`config.mk`:
```
export PLATFORM = sky130hd
export DESIGN_NAME = cmd_frame_engine_flat
export DESIGN_NICKNAME = d
export VERILOG_FILES = /design/src/rtl/cmd_frame_engine_if.sv /design/src/rtl/cmd_frame_engine.sv /design/src/flat_wrapper.sv
export SDC_FILE = /design/constraint.sdc
export NUM_CORES = 1
export LEC_CHECK = 0
export CAP_MARGIN = 20
export CORE_ASPECT_RATIO = 1.1
export CORE_UTILIZATION = 61
export DETAILED_ROUTE_END_ITERATION = 8
export DONT_BUFFER_PORTS = 1
export PLACE_DENSITY = 0.78
export SETUP_SLACK_MARGIN = 0.5
export SLEW_MARGIN = 10
export SYNTH_ARGS = -nofsm -noshare
export SYNTH_HDL_FRONTEND = slang
export SYNTH_SLANG_ARGS = --single-unit
```
`constraint.sdc`:
```
create_clock -name sys_clk -period 6.6 [get_ports sys_clk]
set_input_delay 1.32 -clock sys_clk [delete_from_list [all_inputs] [get_ports sys_clk]]
set_output_delay 1.32 -clock sys_clk [all_outputs]
set_load 0.02 [all_outputs]
```
`src/rtl/cmd_frame_engine_if.sv`:
```
// FT245 bridge FIFO handshake between cmd_frame_engine (master) and the rx/tx FIFOs (slave).
interface cmd_frame_engine_if;
    logic       rx_empty;
    logic       rx_rd;
    logic       rx_valid;
    logic [7:0] rx_data;
    logic       tx_full;
    logic       tx_wr;
    logic [7:0] tx_data;

    modport master (
        input  rx_empty, rx_valid, rx_data, tx_full,
        output rx_rd, tx_wr, tx_data
    );

    modport slave (
        output rx_empty, rx_valid, rx_data, tx_full,
        input  rx_rd, tx_wr, tx_data
    );
endinterface

```
`src/rtl/cmd_frame_engine.sv`:
```
// Framed command parser (0xAA .. 0x55) executing register reads/writes and sending responses.
// Optional CMD_CHECKSUM_EN adds an XOR checksum byte before the suffix in both directions.
module cmd_frame_engine #(
    parameter int DATA_BYTES = 4,
    parameter int NUM_REGS   = 4
) (
    input  logic                            sys_clk,
    input  logic                            sys_rst,
    cmd_frame_engine_if.master              fifo,
    output logic [NUM_REGS*8*DATA_BYTES-1:0] reg_q,
    output logic [NUM_REGS-1:0]             reg_wr_stb,
    output logic [15:0]                     err_cnt,
    output logic                            busy
);
    localparam int REG_W = 8 * DATA_BYTES;
    localparam int CW    = $clog2(DATA_BYTES + 1);
`ifdef CMD_CHECKSUM_EN
    localparam int RESP_LEN = DATA_BYTES + 5;
`else
    localparam int RESP_LEN = DATA_BYTES + 4;
`endif
    localparam logic [8:0] NREG9 = 9'(NUM_REGS);

    localparam logic [2:0] S_HUNT   = 3'd0;
    localparam logic [2:0] S_OPC    = 3'd1;
    localparam logic [2:0] S_ADDR   = 3'd2;
    localparam logic [2:0] S_DATA   = 3'd3;
`ifdef CMD_CHECKSUM_EN
    localparam logic [2:0] S_CSUM   = 3'd4;
`endif
    localparam logic [2:0] S_SUFFIX = 3'd5;
    localparam logic [2:0] S_EXEC   = 3'd6;
    localparam logic [2:0] S_RESP   = 3'd7;

    logic [2:0]       state;
    logic             pend;
    logic [CW-1:0]    cnt;
    logic [3:0]       idx;
    logic [REG_W-1:0] regs [NUM_REGS];

    logic [7:0]       opc;
    logic [7:0]       addr;
    logic [REG_W-1:0] data_buf;
    logic [7:0]       resp_opc;
    logic [7:0]       resp_addr;
    logic [REG_W-1:0] resp_data;
`ifdef CMD_CHECKSUM_EN
    logic [7:0]       csum_acc;
    logic [7:0]       resp_csum;
`endif

    logic             take;
    logic             rd_go;
    logic             addr_ok;
    logic             exec_wr;
    logic             exec_rd;
    logic [7:0]       exec_opc;
    logic [REG_W-1:0] exec_data;
    logic [REG_W-1:0] rd_val;
    logic [7:0]       tx_byte;
    logic [7:0]       b;

    function automatic logic [15:0] sat_inc(input logic [15:0] v);
        return (v == 16'hFFFF) ? v : v + 16'd1;
    endfunction

`ifdef CMD_CHECKSUM_EN
    function automatic logic [7:0] xor_bytes(input logic [REG_W-1:0] v);
        logic [7:0] acc;
        acc = 8'h00;
        for (int i = 0; i < DATA_BYTES; i++) acc = acc ^ v[i*8 +: 8];
        return acc;
    endfunction
`endif

    assign b       = fifo.rx_data;
    assign take    = pend && fifo.rx_valid;
    // A new read is only launched with none outstanding and never while executing/responding.
    assign rd_go   = !fifo.rx_empty && !pend && (state != S_EXEC) && (state != S_RESP);
    assign addr_ok = ({1'b0, addr} < NREG9);
    assign exec_wr = (opc == 8'h01) && addr_ok;
    assign exec_rd = (opc == 8'h02) && addr_ok;
    assign busy    = (state != S_HUNT);

    for (genvar g = 0; g < NUM_REGS; g++) begin : g_q
        assign reg_q[g*REG_W +: REG_W] = regs[g];
    end

    always_comb begin
        rd_val = '0;
        for (int i = 0; i < NUM_REGS; i++)
            if (addr == 8'(i)) rd_val = regs[i];
        exec_opc  = exec_wr ? 8'h81 : (exec_rd ? 8'h82 : 8'hEE);
        exec_data = exec_wr ? data_buf : (exec_rd ? rd_val : '0);
    end

    always_comb begin
        tx_byte = 8'h00;
        if (idx == 4'd0)                      tx_byte = 8'hAA;
        else if (idx == 4'd1)                 tx_byte = resp_opc;
        else if (idx == 4'd2)                 tx_byte = resp_addr;
        else if (idx == 4'(RESP_LEN - 1))     tx_byte = 8'h55;
`ifdef CMD_CHECKSUM_EN
        else if (idx == 4'(RESP_LEN - 2))     tx_byte = resp_csum;
`endif
        else
            for (int d = 0; d < DATA_BYTES; d++)
                if (idx == 4'(3 + d)) tx_byte = resp_data[d*8 +: 8];
    end

    assign fifo.tx_wr   = (state == S_RESP) && !fifo.tx_full;
    assign fifo.tx_data = (state == S_RESP) ? tx_byte : 8'h00;

    always_ff @(posedge sys_clk or posedge sys_rst) begin
        if (sys_rst) begin
            state      <= S_HUNT;
            pend       <= 1'b0;
            fifo.rx_rd <= 1'b0;
            cnt        <= '0;
            idx        <= '0;
            reg_wr_stb <= '0;
            err_cnt    <= '0;
            for (int i = 0; i < NUM_REGS; i++) regs[i] <= '0;
        end else begin
            fifo.rx_rd <= rd_go;
            if (take)  pend <= 1'b0;
            if (rd_go) pend <= 1'b1;
            reg_wr_stb <= '0;
            case (state)
                S_HUNT:   if (take && b == 8'hAA) state <= S_OPC;
                S_OPC:    if (take) state <= S_ADDR;
                S_ADDR:   if (take) begin
                    state <= S_DATA;
                    cnt   <= '0;
                end
                S_DATA:   if (take) begin
                    cnt <= cnt + 1'b1;
                    if (cnt == CW'(DATA_BYTES - 1)) begin
`ifdef CMD_CHECKSUM_EN
                        state <= S_CSUM;
`else
                        state <= S_SUFFIX;
`endif
                    end
                end
`ifdef CMD_CHECKSUM_EN
                S_CSUM:   if (take) begin
                    if (b == csum_acc) state <= S_SUFFIX;
                    else begin
                        err_cnt <= sat_inc(err_cnt);
                        state   <= S_HUNT;
                    end
                end
`endif
                // A wrong suffix byte is consumed here, not re-examined as a prefix.
                S_SUFFIX: if (take) begin
                    if (b == 8'h55) state <= S_EXEC;
                    else begin
                        err_cnt <= sat_inc(err_cnt);
                        state   <= S_HUNT;
                    end
                end
                S_EXEC: begin
                    if (exec_wr)
                        for (int i = 0; i < NUM_REGS; i++)
                            if (addr == 8'(i)) begin
                                regs[i]       <= data_buf;
                                reg_wr_stb[i] <= 1'b1;
                            end
                    idx   <= '0;
                    state <= S_RESP;
                end
                S_RESP:   if (fifo.tx_wr) begin
                    if (idx == 4'(RESP_LEN - 1)) state <= S_HUNT;
                    else idx <= idx + 4'd1;
                end
                default:  state <= S_HUNT;
            endcase
        end
    end

    // Frame and response payload registers carry no reset; control gates their use.
    always_ff @(posedge sys_clk) begin
        if (take) begin
            case (state)
                S_OPC:  opc  <= b;
                S_ADDR: addr <= b;
                S_DATA:
                    for (int i = 0; i < DATA_BYTES; i++)
                        if (cnt == CW'(i)) data_buf[i*8 +: 8] <= b;
                default: ;
            endcase
`ifdef CMD_CHECKSUM_EN
            if (state == S_OPC) csum_acc <= b;
            else if (state == S_ADDR || state == S_DATA) csum_acc <= csum_acc ^ b;
`endif
        end
        if (state == S_EXEC) begin
            resp_opc  <= exec_opc;
            resp_addr <= addr;
            resp_data <= exec_data;
`ifdef CMD_CHECKSUM_EN
            resp_csum <= exec_opc ^ addr ^ xor_bytes(exec_data);
`endif
        end
    end
endmodule

```
`src/flat_wrapper.sv`:
```
// flat-port wrapper written by rule: the top's interface ports become plain ports
module cmd_frame_engine_flat 
#(
    parameter int DATA_BYTES = 4,
    parameter int NUM_REGS   = 4
)
  (sys_clk, sys_rst, reg_q, reg_wr_stb, err_cnt, busy, fifo_rx_empty, fifo_rx_valid, fifo_rx_data, fifo_tx_full, fifo_rx_rd, fifo_tx_wr, fifo_tx_data);
  cmd_frame_engine_if fifo_i ();
  input  logic sys_clk;
  input  logic sys_rst;
  output logic [NUM_REGS*8*DATA_BYTES-1:0] reg_q;
  output logic [NUM_REGS-1:0] reg_wr_stb;
  output logic [15:0] err_cnt;
  output logic busy;
  input wire logic [$bits(fifo_i.rx_empty)-1:0] fifo_rx_empty;
  input wire logic [$bits(fifo_i.rx_valid)-1:0] fifo_rx_valid;
  input wire logic [$bits(fifo_i.rx_data)-1:0] fifo_rx_data;
  input wire logic [$bits(fifo_i.tx_full)-1:0] fifo_tx_full;
  output wire logic [$bits(fifo_i.rx_rd)-1:0] fifo_rx_rd;
  output wire logic [$bits(fifo_i.tx_wr)-1:0] fifo_tx_wr;
  output wire logic [$bits(fifo_i.tx_data)-1:0] fifo_tx_data;
  assign fifo_i.rx_empty = fifo_rx_empty;
  assign fifo_i.rx_valid = fifo_rx_valid;
  assign fifo_i.rx_data = fifo_rx_data;
  assign fifo_i.tx_full = fifo_tx_full;
  assign fifo_rx_rd = fifo_i.rx_rd;
  assign fifo_tx_wr = fifo_i.tx_wr;
  assign fifo_tx_data = fifo_i.tx_data;
  cmd_frame_engine #(.DATA_BYTES(DATA_BYTES), .NUM_REGS(NUM_REGS)) u_core (.sys_clk(sys_clk), .sys_rst(sys_rst), .fifo(fifo_i), .reg_q(reg_q), .reg_wr_stb(reg_wr_stb), .err_cnt(err_cnt), .busy(busy));
endmodule
```
==> summary.txt, run 1 <==
Layout
  • Most frequent cells in the layout: dfrtp_1 (160), mux2_2 (133), edfxtp_1 (91)
  • Layout cells sized above 1: 29.7%
  • Most common cell after layout, fill and taps aside: dfrtp_1
  • Synthesis-to-layout area growth: 8.81%
  • NumNets Final: 830
  • # fillers: 1248
  • Register area: 6740 um2
  • Multi-input gate area: 4390 um2

CTS
  • Post-CTS Resized: 0
  • CTS tree: yes
  • Clock Tree Buf Depth: 3
  • CTS root buf: clkbuf_16
  • Post-CTS Setup Bufs: 0
  • Clock transition at the registers of the reported paths: 0.06 ns
  • Clk sinks: 251
  • Clock Latency Late Sink: 0.53 ns
  • H-Tree Depth: 1
  • Num CTS Buffers: 25
  • Hold_buf cts: 0

Critical path
  • Worst EP required: 5.28 ns
  • Crit path max fanout: 16
  • CP bufs+invs: 2
  • Crit Path Category: register to primary output
  • Crit path cell chain: inv_1 -> ha_1 -> clkinv_1 -> a32o_1 -> a211oi_1
  • CP max stage delay: 0.66 ns
  • Arr. time, crit path: 3.15 ns
  • CP delay by family, top: compound AO/OA/AOI/OAI gates
  • Setup crit end kind: primary output
  • Crit path launch type: register
  • Slowest cell on crit path: a211oi_1

STA
  • Rel. slew slack: 28.6%
  • Final Cycle Share: 67.7%
  • Final Hold Fails: 0
  • Minimum clock period: 4.47 ns
  • Hold WS: 0.446 ns
  • Final Max Tran Viols: 0
  • Final WS setup: 2.13 ns
  • Setup violators final: 0
  • Worst slew pin tran: 1.07 ns
  • RSZ-0062 raised after global routing: no
  • Setup TNS: 0 ns
  • Worst Skew: 0.0167 ns
  • Upper clock frequency limit: 0.224 GHz

Power
  • Worst VDD drop: 203 uV
  • Combinational Power Share: 4.3%
  • PwrDens: 256 nW/um2
  • Pint: 2.46 mW
  • Power, Total: 3.17 mW
  • Clock Power Share: 42.2%
  • Sequential power share: 53.5%
  • Sw Share: 22.6%
  • Pleak: 5.76 nW
  • Switch Pwr: 0.716 mW

Routing
  • Post-Route WL: 27600 um
  • Vias per inst: 6.49
  • Drt drc: 0
  • Via count: 6947
  • First-pass DRT Iterations: 5
  • Routed wire per std cell: 25.8 um
  • Post-route ant nets: 0
  • Drt initial violations: 563

Yosys
  • Post-synth ARST share: 63.7%
  • Syn Inst Count: 817
  • Syn avg cell area: 13.9 um2
  • Seq cells post-synth: 251
  • Synth Flop Type: dfrtp_1
  • Post-synth EDFFs: 91
  • Mapped cell area: 11400 um2
  • Post-synthesis sequential area ratio: 59.2%
  • Cell variety after synth: 65
  • Yosys warnings: 0
  • Net Count, Synth: 840

Floorplan
  • Rows: 52
  • Std-Cell Core Area: 18300 um2
  • Starting Density: 62.1%
  • Chip Height: 145 um
  • Chip width: 132 um
  • Die area: 19200 um2
  • Top Ports: 172

Global route
  • Number of global-route vias before repair: 7327
  • GRT Residual Overflow: 0
  • Largest net degree at the start of global routing: 92
  • Antenna violations before repair: 1
  • First-pass GRT wire length: 43300 um
  • Total GRT Usage: 29.4%

Place
  • Post-DP HPWL: 17700 um
  • Setup WS pre-CTS: 2.59 ns
  • Port Buf Inserts: 0
  • GPL Wtd Cong: 0.870

Min path
  • HP Class: register to register

Run
  • Max-cap check violation count: 0

Run status
  • Status: completed
state kept, by name, indices dropped and copies added, names as in the netlist:
name and flops:
u_core.reg_q 128, u_core.resp_data 32, u_core.opc 8, u_core.pend 1
u_core.state 3, u_core.addr 8, u_core.fifo.rx_rd 1, u_core.data_buf 32
u_core.resp_addr 8, u_core.reg_wr_stb 4, u_core.resp_opc 3, u_core.idx 4
u_core.err_cnt 16, u_core.cnt 3
path summary, 6_finish.rpt:
check	to	startpoint	cells after the start	slack [ns]
max in group asynchronous	u_core.reg_q[122]$_DFFE_PP0P_	sys_rst	2	4.38
worst min-delay path	u_core.resp_addr[3]$_DFFE_PP_	u_core.addr[3]$_DFFE_PP_	0	0.45
worst max register to register	u_core.reg_q[57]$_DFFE_PP0P_	u_core.addr[6]$_DFFE_PP_	5	3.28
min in group asynchronous	u_core.reg_q[37]$_DFFE_PP0P_	sys_rst	1	0.80
worst max-delay path	fifo_tx_data[0]	u_core.idx[0]$_DFFE_PP0P_	5	2.13
worst min register to register	u_core.resp_addr[3]$_DFFE_PP_	u_core.addr[3]$_DFFE_PP_	0	0.45
power groups by stage:
| stage | Clock, mW | Combinational, mW | Sequential (mW) |
|---|---|---|---|
| floorplan | 0 | 0.123 | 1.69 |
| global route | 1.41 | 0.152 | 1.70 |
| finish | 1.34 | 0.137 | 1.70 |
| CTS | 1.36 | 0.130 | 1.70 |
| detailed placement | 0 | 0.129 | 1.73 |
| global placement | 0 | 0.121 | 1.72 |
through the flow:
step	util, %	instance area, um2	cells
after global placement	63.0	11600	1021
final	67.5	12400	1070
after detailed placement	63.0	11600	1021
after CTS	67.3	12300	1067
after floorplan	-	11400	817
after global routing	67.5	12400	1070
logic make-up (layout without fill, tap and decap cells):
group                      Yosys count  after routing  synth area share, %
and+or+nand+nor                    181            181                 8.53
other                                0              1                    0
AOI/OAI and AO/OA                  100            100                 6.45
adders and majority gates           10             10                 1.10
buffers and inverters               67             76                 2.71
muxes                              193            193                 20.9
xor gates and xnor gates            15             15                 1.15
DFF                                251            251                 59.2
area by class of cell:
type	instances	area share [%]
tap	243	2.45
timing repair buffer	11	0.858
clock buffer	37	5.90
antenna	1	0.0202
clock inverter	9	0.333
sequential	251	54.4
multi-input combinational	499	35.4
inverter	19	0.616
routing by layer:
layer | routed length [um] | GRT usage, %
met1 | 11300 | 39.3
met2 | 13700 | 48.4
met3 | 1930 | 6.15
met4 | 654 | 9.14
met5 | 0 | 0
cells in the mapped netlist, types with 4 or more instances:
cell / number / area share (%)
clkbuf_1: 27 / 0.89
nand3b_1: 6 / 0.40
a21oi_1: 16 / 0.70
buf_2: 7 / 0.31
nand2b_1: 4 / 0.22
mux2_4: 52 / 6.9
nand2_1: 82 / 2.7
xor2_1: 14 / 1.1
o211ai_1: 7 / 0.46
a211oi_1: 4 / 0.26
nand3_1: 10 / 0.44
nand4_1: 7 / 0.38
buf_6: 6 / 0.59
a31oi_1: 4 / 0.22
nor2b_1: 6 / 0.33
buf_1: 7 / 0.23
nor3b_1: 4 / 0.26
nor2_1: 14 / 0.46
mux2_2: 133 / 13
ha_1: 10 / 1.1
nor4_1: 7 / 0.38
inv_1: 18 / 0.59
o21ai_0: 13 / 0.57
dfrtp_1: 160 / 35
a221oi_1: 5 / 0.38
o221ai_1: 31 / 2.4
mux2_1: 6 / 0.59
edfxtp_1: 91 / 24
nor3_1: 12 / 0.53
(Power assumes the default switching activity.)
==> run 2, diff against run 1 <==
Clock period 6.6 ns to 4.3 ns, I/O delays scaled along.
==> run 2 against run 1 <==
Effect of this change:
- cell count is 0.28% higher
- core utilization up 0.35 points
- worst hold slack got worse by 0.085 ns
- final area rose by 0.51%
- non-clock buffer count grew 5
- routed wire length is 0.58% lower
- largest cell class unchanged
==> summary.txt, run 2 (synthesis results as in run 1) <==
Run status
  • Status: completed

CTS
  • Clk sinks: 251
  • Clock transition at the registers of the reported paths: 0.06 ns
  • Clock Tree Buf Depth: 3
  • Clock Latency Late Sink: 0.51 ns
  • CTS tree: yes
  • CTS root buf: clkbuf_16
  • H-Tree Depth: 1
  • Num CTS Buffers: 25

Power
  • Pleak: 5.78 nW
  • Combinational Power Share: 4.1%
  • Sw Share: 21.8%
  • Pint: 3.90 mW
  • Switch Pwr: 1.09 mW
  • Sequential power share: 52.3%
  • PwrDens: 401 nW/um2
  • Clock Power Share: 43.6%
  • Worst VDD drop: 351 uV

Floorplan
  • Chip Height: 145 um
  • Starting Density: 62.1%
  • Chip width: 132 um
  • Top Ports: 172
  • Std-Cell Core Area: 18300 um2
  • Die area: 19200 um2
  • Rows: 52

Critical path
  • Worst EP required: 3.44 ns
  • Crit Path Category: register to primary output
  • Setup crit end kind: primary output
  • Arr. time, crit path: 2.68 ns
  • Crit path launch type: register
  • Flop-to-flop setup slack: 1.07 ns
  • Crit path max fanout: 9

STA
  • Minimum clock period: 3.54 ns
  • Final Hold Fails: 0
  • Rel. slew slack: 33.9%
  • Setup violators final: 0
  • Final Cycle Share: 82.3%
  • Final Max Tran Viols: 0
  • Setup TNS: 0 ns
  • Worst slew pin tran: 0.991 ns
  • Worst Skew: 0.0116 ns
  • Upper clock frequency limit: 0.283 GHz
  • RSZ-0062 raised after global routing: no

Layout
  • Most common cell after layout, fill and taps aside: dfrtp_1
  • Diode count: 0
  • Layout cells sized above 1: 30.4%
  • Synthesis-to-layout area growth: 9.37%
  • Finished Core Util: 67.9%
  • Max reg flops: 128
  • Most frequent cells in the layout: dfrtp_1 (160), mux2_2 (133), edfxtp_1 (91)
  • NumNets Final: 835

Routing
  • Vias per inst: 6.47
  • Post-route ant nets: 0
  • First-pass DRT Iterations: 4
  • WL met1: 11400 um
  • Met3 WL: 1750 um
  • Routed wire per std cell: 25.6 um
  • Post-Route WL: 27500 um
  • Via count: 6946
  • Drt drc: 0
  • Drt initial violations: 576
  • Uppermost layer routed: met4
  • WL met2: 13700 um

Min path
  • HP Class: input pin to async pin

Global route
  • Antenna violations before repair: 0
  • First-pass GRT wire length: 43300 um
  • Total GRT Usage: 29.1%
  • Largest net degree at the start of global routing: 161
  • Number of global-route vias before repair: 7350
  • GRT Residual Overflow: 0

Place
  • GPL Wtd Cong: 0.899
  • Post-DP HPWL: 17700 um
  • Port Buf Inserts: 0

Run
  • Max-cap check violation count: 0
run 2: worst paths after layout:
check / cells after the start / end / startpoint
min reg2reg: 0 / u_core.resp_addr[2]$_DFFE_PP_ / u_core.addr[2]$_DFFE_PP_
max in group asynchronous: 2 / u_core.cnt[2]$_DFFE_PP0P_ / sys_rst
max: 6 / fifo_tx_data[1] / u_core.idx[0]$_DFFE_PP0P_
min: 2 / u_core.reg_q[35]$_DFFE_PP0P_ / sys_rst
min in group sys_clk: 1 / u_core.fifo.rx_rd$_DFF_PP0_ / fifo_rx_empty
max reg2reg: 6 / u_core.reg_q[118]$_DFFE_PP0P_ / u_core.addr[7]$_DFFE_PP_
run 2: cell type report:
| class | instances | area, um2 |
|---|---|---|
| tap | 243 | 304 |
| timing repair buffer | 16 | 133 |
| clock buffer | 40 | 743 |
| inverter | 19 | 75.1 |
| fill | 1252 | 5890 |
| clock inverter | 5 | 73.8 |
| sequential | 251 | 6740 |
| multi-input combinational | 499 | 4390 |
run 2: per-layer routing:
| layer | track usage, % | vias up |
|---|---|---|
| li1 | - | 3041 |
| met1 | 39.5 | 3595 |
| met2 | 48.4 | 266 |
| met3 | 5.21 | 44 |
| met4 | 8.16 | 0 |
| met5 | 0 | - |
run 2: timing repair:
item	CTS	global route
setup endpoints to repair	0	6
buffers inserted	0	0
hold buffers	0	0
resized for setup	0	3
hold endpoints to repair	0	0
run 2: power by group through the flow:
| stage | Combinational, mW | Sequential [mW] | Clock (mW) |
|---|---|---|---|
| finish | 0.205 | 2.61 | 2.17 |
| global placement | 0.191 | 2.64 | 0 |
| global route | 0.227 | 2.61 | 2.30 |
| CTS | 0.206 | 2.61 | 2.21 |
| detailed placement | 0.206 | 2.65 | 0 |
| floorplan | 0.190 | 2.60 | 0 |
run 2: worst max-delay path: stages (launching register included):
cell	delay (ns)
dfrtp_1	0.41
inv_1	0.15
ha_1	0.42
nor2b_1	0.43
a221o_1	0.23
a211oi_1	0.08
nor3_2	0.44
run 2: stage by stage:
step / std cells / power, mW / worst slack (ns) / hold WS, ns / area (um2)
floorplan: 817 / 2.79 / 1.29 / 0.417 / 11400
global placement: 1027 / 2.84 / 1.09 / 0.431 / 11600
detailed placement: 1027 / 2.86 / 1.04 / 0.426 / 11600
CTS: 1072 / 5.02 / 0.503 / 0.417 / 12400
global route: 1073 / 5.14 / 0.633 / 0.418 / 12500
finish: 1073 / 4.99 / 0.760 / 0.361 / 12500
==> patch 1, RTL diff (settings of run 2) <==
Make the reset (`sys_rst`) synchronous in one clocked block.
--- a/src/rtl/cmd_frame_engine.sv
+++ b/src/rtl/cmd_frame_engine.sv
@@ -113,3 +113,3 @@
 
-    always_ff @(posedge sys_clk or posedge sys_rst) begin
+    always_ff @(posedge sys_clk) begin
         if (sys_rst) begin
Check against the original RTL: differs if sys_rst is asserted again (counterexample within 4 cycles, from zero or initial values and one cycle with sys_rst high); with sys_rst held inactive, the same outputs for 10 cycles.
==> patch 1 against run 2 <==
First-iteration DRC count rose by 29%; sequential share of layout area rose by 4.9 points; sequential cell count unchanged; sequential power up 8.0%; cell area is 1.7% lower; largest cell class unchanged; area after synthesis down 1.2%; setup slack lost 0.020 ns; total power rose by 2.7%; routed wire length rose by 4.7%; global-route usage grew 0.62 points.
==> patch 1: results <==
metrics = {
    "routing": {
        "wl_per_cell_um": 23.3,
        "vias": 7768,
        "first_pass_iters": 5,
        "drt-initial-drc-count": 745,
        "wirelength_um": 28800,
    },
    "cts": {
        "worst_skew_pair.late_latency_ns": 0.53,
        "cts.htree.levels": 1,
    },
    "yosys": {
        "synth_top_area_share": 0.585,
        "yosys-top-cells-count": "edfxtp_1 (219), nor2_1 (179), nand2_1 (118)",
        "async_reset_ff_frac": 0,
        "synth_edf_count": 219,
        "synth.area.top_cells": "edfxtp_1 (58%), nor2_1 (6.0%), dfxtp_1 (5.7%)",
        "ys_types": 56,
        "ys_seq_area_frac": 0.641,
        "syn_inst": 999,
    },
    "placed_design": {
        "place.gp.congestion": 0.886,
        "dp_hpwl_um": 18900,
    },
    "final_layout": {
        "drive_gt1_frac": 0.0964,
        "num_antenna_cells": 0,
    },
    "status": {
        "status": "finished clean",
    },
    "hold_path": {
        "hp-class": "input pin to register",
        "hold_start": "sys_rst",
    },
    "global_route": {
        "grt_max_degree": 58,
        "grt_pass1_wl_um": 42400,
        "antenna_found_initial": 0,
        "grt_usage": 0.297,
        "grt_pass1_vias": 7503,
    },
    "pwr": {
        "irDropWorstVdd_mv": 0.322,
        "p_leak_nw": 4.17,
        "p_comb_frac": 0.039,
        "pg_clk_w": 0.00211,
        "p_sw_w": 0.00115,
    },
    "worst_setup_path": {
        "crit_path_start": "u_core.idx[1]$_SDFFE_PP0P_",
        "arrival_ns": 2.70,
        "r2r_setup_slack_ns": 1.45,
        "crit_end": "fifo_tx_data[6]",
        "crit_slowest_cell": "ha_1",
        "crit_fanout": 24,
        "r2r_end": "u_core.regs[2][11]$_SDFFCE_PN0P_",
        "cpPeakStageDelay_ns": 0.66,
        "worstRegToRegCells": 7,
    },
    "timing": {
        "skew_ns": 0.0174,
        "worst_pin_slew_ns": 0.984,
    },
}
[patch 1: cell count changes in the layout (fill, tap and decap cells not counted), moves of 25 or more]
cell	delta
nor2_1	+165
dfrtp_1	-160
edfxtp_1	+128
mux2_2	-103
o21ai_0	+77
mux2_4	-52
nand3_1	+38
nand2_1	+36
dfxtp_1	+32
o221ai_1	-31
mux2i_1	+30
a21oi_1	+25
[patch 1: stage by stage]
stage	utilization	setup WS, ns	total power [W]	area (sq um)	hold slack (ns)
floorplan	-	0.931	0.00299	11300	0.421
global placement	0.640	1.35	0.00306	11400	0.433
detailed placement	0.640	1.33	0.00306	11400	0.451
CTS	0.685	0.780	0.00513	12200	0.390
global route	0.685	0.590	0.00526	12200	0.386
finish	0.685	0.741	0.00512	12200	0.400
[patch 1: metal layers]
metal,global-route usage,share of wire,vias to the layer above
met3,0.0831,0.099,70
li1,-,-,3532
met1,0.354,0.37,3743
met4,0.133,0.040,0
met5,0,0,-
met2,0.508,0.49,423
[patch 1: final cells by class]
class / instances / area, sq um
multi-input cells: 663 / 3700
clock inverters: 16 / 139
clock buffers: 30 / 654
flip-flops and latches: 251 / 7220
repair buffers: 16 / 155
well taps: 238 / 298
inverters: 20 / 75.1
fillers: 1299 / 5630
[patch 1: cell families after synthesis]
kind of cell               share of synthesized area
AOI/OAI and AO/OA                             0.0790
xor gates and xnor gates                      0.0109
adders and majority gates                     0.0111
buffers and inverters                         0.0334
DFF                                            0.641
muxes                                         0.0596
and+or+nand+nor                                0.165
[patch 1: worst max-delay path: cells and delay by family (launching register included)]
kind	cells	cell delay, ns
AO/OA/AOI/OAI	1	0.09
adder cells (fa/ha/maj)	1	0.66
buffers and inverters	1	0.10
flip-flops	1	0.36
AND/OR/NAND/NOR	3	0.96
==> patch 2, RTL diff (settings of run 2) <==
Made on the original files. The option `CMD_CHECKSUM_EN` is turned on by a define.
--- a/src/rtl/cmd_frame_engine.sv
+++ b/src/rtl/cmd_frame_engine.sv
@@ -2,2 +2,4 @@
 // Optional CMD_CHECKSUM_EN adds an XOR checksum byte before the suffix in both directions.
+`define CMD_CHECKSUM_EN
+
 module cmd_frame_engine #(
Behaviour: no difference found for any inputs over 10 cycles, from zero or initial values and one cycle with sys_rst high; that may be too few to reach the edited logic, so the function may still have changed.
==> patch 2 against run 2 <==
Cell area up 7.5%; routed wire length up 13%; area after synthesis grew 8.4%; worst hold slack lost 0.036 ns; first-iteration DRC count up 16%; sequential cell count up 16; setup slack got worse by 0.076 ns; critical path type unchanged; largest cell class unchanged.
Power is not compared: it rests on default switching activity, and its combinational part moved more than twofold at a synthesized area within 25%.
==> patch 2: results <==
metrics = {
    "global_route": {
        "met3_usage": 0.0800,
        "grt.met2_usage": 0.498,
        "grt_pass1_wl_um": 46300,
        "grt_max_degree": 74,
        "grt_pass1_vias": 7599,
        "grt_usage": 0.304,
    },
    "placed_design": {
        "post_dp_cell_area_sq_um": 12500,
        "dp_hpwl_um": 21300,
        "place.gp.congestion": 0.888,
        "io_buffers": 0,
        "post-place-ws_ns": 0.921,
        "dp_cells": 1138,
    },
    "cts": {
        "worst_skew_pair.late_latency_ns": 0.53,
        "numCtsBuffers": 27,
        "cts_resized": 1,
        "cts.htree.levels": 1,
    },
    "routing": {
        "vias": 7796,
        "drt-initial-drc-count": 666,
        "first_pass_iters": 5,
        "wl_met1_um": 12000,
        "wirelength_um": 31100,
        "routed-wl-met3_um": 2990,
        "wl_met2_um": 15300,
    },
    "timing": {
        "skew_ns": 0.0114,
        "slew_headroom": 0.271,
        "hold_ws_ns": 0.325,
        "finalCriticalPeriod_ns": 3.62,
    },
    "yosys": {
        "synthMuxAreaShare": 0.140,
        "async_reset_ff_frac": 0.599,
        "synth_edf_count": 107,
        "ys_seq_area_frac": 0.585,
        "synth_xor_area_frac": 0.0461,
        "yosys-top-cells-count": "dfrtp_1 (160), mux2_2 (132), edfxtp_1 (107)",
        "synth-adder-area-share": 0.0101,
        "ys_types": 74,
        "synth_compound_area_frac": 0.0942,
        "avgSynthCellArea_sq_um": 13.5,
        "synth.area.top_cells": "dfrtp_1 (32%), edfxtp_1 (26%), mux2_2 (12%)",
    },
    "status": {
        "status": "finished clean",
    },
    "worst_setup_path": {
        "critPathTopFamily": "compound AO/OA/AOI/OAI gates",
        "worstRegToRegCells": 7,
        "crit_end": "fifo_tx_data[6]",
        "crit_path_start": "u_core.idx[1]$_DFFE_PP0P_",
        "r2r_end": "u_core.resp_csum[1]$_DFFE_PP_",
        "r2r_setup_slack_ns": 1.23,
        "reg2reg_from": "u_core.addr[6]$_DFFE_PP_",
        "crit_slowest_cell": "dfrtp_1",
        "crit_fanout": 14,
    },
    "final_layout": {
        "final_cells": 1187,
    },
}
## patch 2: cell count changes after synthesis, moves of 9 or more
| cell | delta |
|---|---|
| clkbuf_1 | -16 |
| o221ai_1 | -16 |
| xnor2_1 | +23 |
| nand2_1 | -28 |
| edfxtp_1 | +16 |
| o21ai_0 | +19 |
| xor2_1 | +13 |
| mux2_4 | -52 |
| a211o_1 | +11 |
| o21ai_1 | +11 |
| buf_4 | +9 |
| buf_2 | +9 |
| nor2_1 | +34 |
## patch 2: area by class of cell
| class | count | area (sq um) |
|---|---|---|
| well taps | 252 | 315 |
| repair buffers | 21 | 195 |
| multi-input cells | 579 | 4760 |
| flip-flops and latches | 267 | 7220 |
| inverters | 19 | 75.1 |
| clock buffers | 39 | 751 |
| clock inverters | 10 | 73.8 |
| fillers | 1418 | 6410 |
## patch 2: power by group
part	internal [W]	switching, W
Clock	0.00127	0.000938
Combinational	0.000398	0.000742
Sequential	0.00292	0.000225
